[config.mk]
export PLATFORM = sky130hd
export DESIGN_NAME = risc_controller_flat
export DESIGN_NICKNAME = d
export VERILOG_FILES = /design/src/rtl/risc_pkg.sv /design/src/rtl/risc_controller_if.sv /design/src/rtl/risc_controller.sv /design/src/flat_wrapper.sv
export SDC_FILE = /design/constraint.sdc
export NUM_CORES = 1
export LEC_CHECK = 0
export BUFFER_PORTS_ARGS = -buffer_cell sky130_fd_sc_hd__buf_4
export CAP_MARGIN = 0
export CELL_PAD_IN_SITES_DETAIL_PLACEMENT = 1
export CELL_PAD_IN_SITES_GLOBAL_PLACEMENT = 2
export CORE_UTILIZATION = 22
export DETAILED_ROUTE_END_ITERATION = 12
export PLACE_DENSITY_LB_ADDON = 0.25
export SKIP_LAST_GASP = 1
export SLEW_MARGIN = 25
export SYNTH_ARGS = -nofsm -noshare
export SYNTH_HDL_FRONTEND = slang
export SYNTH_SLANG_ARGS = --single-unit
[constraint.sdc]
create_clock -name clk -period 3.17 [get_ports clk]
set_input_delay 0.317 -clock clk [delete_from_list [all_inputs] [get_ports clk]]
set_output_delay 0.317 -clock clk [all_outputs]
set_load 0.02 [all_outputs]
[src/rtl/risc_pkg.sv]
// Shared ISA and controller types for the 8-bit RISC datapath: opcodes,
// sequencer states and the strobe bundle the controller decodes.
package risc_pkg;

  localparam int OPW_ISA = 3;

  typedef enum logic [OPW_ISA-1:0] {
    HLT = 3'd0,
    SKZ = 3'd1,
    ADD = 3'd2,
    AND = 3'd3,
    XOR = 3'd4,
    LDA = 3'd5,
    STO = 3'd6,
    JMP = 3'd7
  } opcode_t;

  // Nine states need four bits; the seven spare codes are treated as illegal.
  typedef enum logic [3:0] {
    INST_ADDR  = 4'd0,
    INST_FETCH = 4'd1,
    INST_LOAD  = 4'd2,
    IDLE       = 4'd3,
    OP_ADDR    = 4'd4,
    OP_FETCH   = 4'd5,
    ALU_OP     = 4'd6,
    STORE      = 4'd7,
    HALTED     = 4'd8
  } ctrl_state_t;

  typedef struct packed {
    logic sel;
    logic rd;
    logic wr;
    logic ld_ir;
    logic ld_ac;
    logic ld_pc;
    logic inc_pc;
    logic data_e;
    logic halt;
  } ctrl_out_t;

  function automatic logic is_aluop(opcode_t op);
    return (op == ADD) || (op == AND) || (op == XOR) || (op == LDA);
  endfunction

endpackage

[src/rtl/risc_controller_if.sv]
// Controller <-> datapath strobe interface. The step input exists only when
// CTRL_SINGLE_STEP_EN is defined.
interface risc_controller_if #(
  parameter int OPW = 3
);
  logic [OPW-1:0] opcode;
  logic           zero;
`ifdef CTRL_SINGLE_STEP_EN
  logic           step;
`endif
  logic           sel;
  logic           rd;
  logic           wr;
  logic           ld_ir;
  logic           ld_ac;
  logic           ld_pc;
  logic           inc_pc;
  logic           data_e;
  logic           halt;

  modport master (
`ifdef CTRL_SINGLE_STEP_EN
    input  step,
`endif
    input  opcode, zero,
    output sel, rd, wr, ld_ir, ld_ac, ld_pc, inc_pc, data_e, halt
  );

  modport slave (
`ifdef CTRL_SINGLE_STEP_EN
    output step,
`endif
    output opcode, zero,
    input  sel, rd, wr, ld_ir, ld_ac, ld_pc, inc_pc, data_e, halt
  );
endinterface

[src/rtl/risc_controller.sv]
// Eight-phase fetch/execute sequencer driving all datapath strobes.
// Optional CTRL_SINGLE_STEP_EN: hold in INST_ADDR until step is sampled high.
module risc_controller
  import risc_pkg::*;
#(
  parameter int OPW = OPW_ISA
) (
  input  logic               clk,
  input  logic               rst,
  risc_controller_if.master  bus
);

  ctrl_state_t r_state;
  ctrl_state_t w_next;
  ctrl_out_t   w_out;
  opcode_t     w_op;
  logic        w_alu;

  assign w_op  = opcode_t'(bus.opcode[OPW-1:0]);
  assign w_alu = is_aluop(w_op);

  // NOTE: sequential state uses non-blocking assignment so every flop samples
  // pre-edge values; blocking here would create order-dependent simulation.
  always_ff @(posedge clk) begin
    if (rst) r_state <= INST_ADDR;
    else     r_state <= w_next;
  end

  // NOTE: every always_comb output gets a default first, so no path leaves it
  // unassigned and no latch is inferred.
  always_comb begin
    w_next = INST_ADDR;
    case (r_state)
`ifdef CTRL_SINGLE_STEP_EN
      INST_ADDR:  w_next = bus.step ? INST_FETCH : INST_ADDR;
`else
      INST_ADDR:  w_next = INST_FETCH;
`endif
      INST_FETCH: w_next = INST_LOAD;
      INST_LOAD:  w_next = IDLE;
      IDLE:       w_next = OP_ADDR;
      OP_ADDR:    w_next = (w_op == HLT) ? HALTED : OP_FETCH;
      OP_FETCH:   w_next = ALU_OP;
      ALU_OP:     w_next = STORE;
      STORE:      w_next = INST_ADDR;
      HALTED:     w_next = HALTED;
      default:    w_next = INST_ADDR;
    endcase
  end

  always_comb begin
    w_out = '0;
    case (r_state)
      INST_ADDR: w_out.sel = 1'b1;
      INST_FETCH: begin
        w_out.sel = 1'b1;
        w_out.rd  = 1'b1;
      end
      INST_LOAD, IDLE: begin
        w_out.sel   = 1'b1;
        w_out.rd    = 1'b1;
        w_out.ld_ir = 1'b1;
      end
      OP_ADDR:  w_out.inc_pc = 1'b1;
      OP_FETCH: w_out.rd     = w_alu;
      // The accumulator loads on both ALU_OP and STORE edges with stable data.
      ALU_OP: begin
        w_out.rd     = w_alu;
        w_out.ld_ac  = w_alu;
        w_out.inc_pc = (w_op == SKZ) && bus.zero;
        w_out.ld_pc  = (w_op == JMP);
        w_out.data_e = (w_op == STO);
      end
      STORE: begin
        w_out.rd     = w_alu;
        w_out.ld_ac  = w_alu;
        w_out.ld_pc  = (w_op == JMP);
        w_out.inc_pc = (w_op == JMP);
        w_out.wr     = (w_op == STO);
        w_out.data_e = (w_op == STO);
      end
      HALTED:  w_out.halt = 1'b1;
      default: w_out = '0;
    endcase
  end

  assign bus.sel    = w_out.sel;
  assign bus.rd     = w_out.rd;
  assign bus.wr     = w_out.wr;
  assign bus.ld_ir  = w_out.ld_ir;
  assign bus.ld_ac  = w_out.ld_ac;
  assign bus.ld_pc  = w_out.ld_pc;
  assign bus.inc_pc = w_out.inc_pc;
  assign bus.data_e = w_out.data_e;
  assign bus.halt   = w_out.halt;

endmodule

[src/flat_wrapper.sv]
// flat-port wrapper written by rule: the top's interface ports become plain ports
module risc_controller_flat import risc_pkg::*;
#(
  parameter int OPW = OPW_ISA
)
  (clk, rst, bus_opcode, bus_zero, bus_sel, bus_rd, bus_wr, bus_ld_ir, bus_ld_ac, bus_ld_pc, bus_inc_pc, bus_data_e, bus_halt);
  risc_controller_if #(.OPW(OPW)) bus_i ();
  input  logic clk;
  input  logic rst;
  input wire logic [$bits(bus_i.opcode)-1:0] bus_opcode;
  input wire logic [$bits(bus_i.zero)-1:0] bus_zero;
  output wire logic [$bits(bus_i.sel)-1:0] bus_sel;
  output wire logic [$bits(bus_i.rd)-1:0] bus_rd;
  output wire logic [$bits(bus_i.wr)-1:0] bus_wr;
  output wire logic [$bits(bus_i.ld_ir)-1:0] bus_ld_ir;
  output wire logic [$bits(bus_i.ld_ac)-1:0] bus_ld_ac;
  output wire logic [$bits(bus_i.ld_pc)-1:0] bus_ld_pc;
  output wire logic [$bits(bus_i.inc_pc)-1:0] bus_inc_pc;
  output wire logic [$bits(bus_i.data_e)-1:0] bus_data_e;
  output wire logic [$bits(bus_i.halt)-1:0] bus_halt;
  assign bus_i.opcode = bus_opcode;
  assign bus_i.zero = bus_zero;
  assign bus_sel = bus_i.sel;
  assign bus_rd = bus_i.rd;
  assign bus_wr = bus_i.wr;
  assign bus_ld_ir = bus_i.ld_ir;
  assign bus_ld_ac = bus_i.ld_ac;
  assign bus_ld_pc = bus_i.ld_pc;
  assign bus_inc_pc = bus_i.inc_pc;
  assign bus_data_e = bus_i.data_e;
  assign bus_halt = bus_i.halt;
  risc_controller #(.OPW(OPW)) u_core (.clk(clk), .rst(rst), .bus(bus_i));
endmodule
**Yosys cells after proc, flatten, opt, wreduce, memory -nomap -nowiden**

Cells that the tools add are included.

- Equal/unequal tests: 15
- Multiplexer cells: 10
- Reduce and logical (&&, ||, !) cells: 11

Operators with widths:

| cell | count |
|---|---|
| 4-bit one-hot mux with 8 select lines | 1 |
| 4-bit by 3-bit equality test with 1-bit output (second input constant) | 4 |
| 3-bit equality test (second input constant) | 4 |
| 4-bit by 2-bit equality test with 1-bit output (second input constant) | 2 |
| 3-bit by 2-bit equality test with 1-bit output (second input constant) | 2 |
| 3-bit OR reduction | 2 |
| 1-bit 2-to-1 mux | 5 |
| 4-bit by 1-bit equality test with 1-bit output (second input constant) | 1 |
| 4-bit equality test (second input constant) | 1 |
| 4-bit logical NOT | 1 |
| 4-bit 2-to-1 mux | 1 |
| 2-bit OR reduction | 2 |
| 4-bit OR reduction | 1 |
| 3-bit by 1-bit equality test with 1-bit output (second input constant) | 1 |
| 3-bit logical NOT | 1 |
| 1-bit logical OR | 3 |
| 1-bit one-hot mux with 3 select lines | 1 |
| 2-bit 2-to-1 mux | 1 |
| 1-bit one-hot mux with 2 select lines | 1 |
| 1-bit logical AND | 1 |

- Output and inout bits: 9
- Word-level logic and storage cells: 37
- Register bits: 4
- Bits of input ports: 6

**Logic depth before layout (Yosys ltp)**

- Depth after elaboration: 5
- Gate-level depth with buffers: 4
- Mapped depth without buffers: 3

**Worst setup path before layout**

No wires, ideal clock.

- Path kind: register to output
- Start: register u_core.r_state[1]
- End: output port bus_wr
- Buffers on the path: 0
- Data required time: 2853 ps
- Data arrival time: 1386 ps
- Slack: 1467 ps
- Cell stages (with the launch flop): 4
- Cell sequence: dfxtp_1 -> nand3b_1 -> nor3_1 -> and2_1

- Cells in the longest elaborated chain, start to end: 2

Ends and longest elaborated chain:

| what | RTL line | RTL |
|---|---|---|
| start: declaration | risc_controller.sv:13 | `ctrl_state_t r_state;` |
| start signal: assignment | risc_controller.sv:26 | `else r_state <= w_next;` |
| 4-bit by 3-bit equality test with 1-bit output | risc_controller.sv:53 | `case (r_state)` |
| 1-bit 2-to-1 mux | risc_controller.sv:53 |  |
| end: declaration | flat_wrapper.sv:14 | `output wire logic [$bits(bus_i.wr)-1:0] bus_wr;` |

No other way between the ends.

**Worst setup path after layout**

Ends and elaborated chain as after synthesis.

==> results.json <==
{
  "io_pins": 15,
  "core-area_um2": 1160,
  "setup_viol": 0,
  "crit_path_start_kind": "flop",
  "ir_drop_mv": 0.188,
  "overflow": 0,
  "cts.sinks": 4,
  "period_share": 0.539,
  "synth_seq_cells": 4,
  "synth_edf_count": 0,
  "wl_per_cell_um": 11.4,
  "biggestRegsByFlops": "u_core.r_state: 4 flops",
  "power_frac_seq": 0.369,
  "slowest_delay_ns": 0.48,
  "final_cell_area_um2": 425,
  "syn_area_per_cell_um2": 8.15,
  "yosysUniqueCellTypes": 23,
  "layout_commonest_cell": "buf_4",
  "dieArea_um2": 1440,
  "instances_no_fill": 65,
  "cts_tree": "done",
  "vias_per_cell": 4.82,
  "yosysWarnings": 0,
  "cts_buffer_depth": 2,
  "ant_nets": 0,
  "async_flop_share": 0,
  "clk_latency_ns": 0.24,
  "netlist_area_um2": 285,
  "placed_area_um2": 403,
  "crit_chain": "nand3b_1, nor3_1, and2_1, buf_4",
  "slew_viol_final": 0,
  "cts_made_buffers": 3,
  "synthCells": 35,
  "area_growth_pct": 49.1,
  "path_class": "reg -> out",
  "pre_cts_slack_ns": 1.69,
  "grt_max_degree": 9,
  "rrSetupSlack_ns": 2.02,
  "num_rows": 12,
  "totalPowerFinal_mw": 0.167,
  "hold_start": "rst",
  "finalWorstSetupSlack_ns": 1.46,
  "synth-seq-area-share": 0.281,
  "die_x_um": 38.0,
  "power.internal_mw": 0.117,
  "hold_class": "in -> reg",
  "min_period_ns": 1.71,
  "synthDominantCellAreaShare": 0.281,
  "placedCellCount": 62,
  "required_ns": 2.85,
  "nNetsFinal": 59,
  "track_usage": 0.140,
  "clkSlewWorstSetupHoldPaths_ns": 0.03,
  "drive_above_1_share": 0.451,
  "grt_pass1_wl_um": 1350,
  "worstMarginPinSlew_ns": 0.314,
  "top_register": "u_core.r_state",
  "start_util": 0.247,
  "largest_reg_flops": 4,
  "cp_max_fo": 8,
  "htree_levels": 1,
  "worstRegToRegCells": 3,
  "cts_resized": 0,
  "p_switching_mw": 0.0495,
  "cp.arrival_ns": 1.39,
  "synthFlopType": "dfxtp_1",
  "drc_errors": 0,
  "slew_headroom": 0.785,
  "cts_setup_buffers": 0,
  "root_buffer": "clkbuf_4",
  "fin_skew_ns": 0.000890,
  "rsz0062_at_grt": "no",
  "power_frac_comb": 0.249,
  "leakagePower_nw": 0.171,
  "drtIter0Drc": 2,
  "holdPathEnd": "u_core.r_state[1]",
  "status": "finished, final reports clean",
  "n_antenna_cell": 0,
  "synth_area_leaders": "dfxtp_1 (28%), nand2b_1 (6.6%), xnor2_1 (6.1%)",
  "r2r_start": "u_core.r_state[1]",
  "antenna_found_initial": 0,
  "dp_hpwl_um": 595,
  "final_cell_mix": "buf_4 (14), nor2_1 (4), dfxtp_1 (4)",
  "synth_top_area_cell": "dfxtp_1",
  "grt_pass1_vias": 311,
  "fmax_mhz": 585,
  "critPathCaptureType": "output port",
  "die_h_um": 38.0,
  "powerDensity_nw_per_um2": 392,
  "final_hold_viol_count": 0,
  "swShare": 0.297,
  "routed_wl_um": 743,
  "synth_nets": 41,
  "drt_pass1_iterations": 2,
  "hold-path-cell-count": 2,
  "routed-via-count": 313,
  "slowest_stage": "dfxtp_1",
  "worstReg2RegEnd": "u_core.r_state[2]",
  "clockPowerShare": 0.382,
  "setup_tns_ns": 0,
  "gp_congestion": 0.683,
  "port-buffer-count": 14,
  "cts_hold_buf": 0,
  "cap_violations": 0
}
-- critical path: cells and delay by family, from the launching register on --
kind / cells / cell delay (ns)
AND/OR/NAND/NOR: 3 / 0.54
flip-flops: 1 / 0.48
buffers and inverters: 1 / 0.13
-- cell type report --
| type | instances | area [um2] |
|---|---|---|
| Fill cell | 148 | 731 |
| Multi-Input combinational cell | 29 | 196 |
| Timing Repair Buffer | 14 | 105 |
| Sequential cell | 4 | 80.1 |
| Clock buffer | 3 | 22.5 |
| Tap cell | 14 | 17.5 |
| Inverter | 1 | 3.75 |
-- metrics by stage --
step	util	hold WS, ns
2_1_floorplan	-	0.393
3_3_place_gp	0.348	0.521
3_5_place_dp	0.348	0.521
4_1_cts	0.368	0.270
5_1_grt	0.368	0.276
6_report	0.368	0.275
-- layer usage --
metal	wire length, um	GRT usage	up-vias
met2	339	0.220	13
li1	-	-	158
met3	66	0.0756	2
met1	318	0.148	140
met5	0	0	-
met4	18	0.0804	0
-- cell usage after synthesis, drive strengths merged, types with 2 or more instances --
cell type  number
a2111oi         2
nand2b          3
nor2            4
nor3            4
nand2           2
a211oi          2
and2            2
xnor2           2
dfxtp           4
-- power by group through the flow --
stage	registers [mW]	logic [mW]	clock network, mW
3_5_place_dp	0.0624	0.0424	0
5_1_grt	0.0625	0.0462	0.0682
6_report	0.0616	0.0416	0.0637
4_1_cts	0.0618	0.0425	0.0659
2_1_floorplan	0.0586	0.0269	0
3_3_place_gp	0.0621	0.0413	0
-- cells by family (layout without fill, tap and decap cells) --
family	count (synthesis)	count (layout)	synth area share
AOI/OAI and AO/OA	6	6	0.171
xor gates and xnor gates	3	3	0.0921
buffers and inverters	2	18	0.0307
DFF	4	4	0.281
and+or+nand+nor	20	20	0.425
-- how the worst max path moves through the flow --
stage	to	depth (start not counted)	start	slack, ns
final	bus_wr	4	u_core.r_state[1]	1.46
after global routing	bus_wr	4	u_core.r_state[1]	1.31
after CTS	bus_inc_pc	4	u_core.r_state[1]	1.44
after detailed placement	bus_inc_pc	5	bus_opcode[2]	1.69
after global placement	bus_inc_pc	5	bus_opcode[2]	1.73
after floorplan	bus_wr	3	u_core.r_state[1]	1.47
No activity file was read; power rests on OpenSTA's default activity.
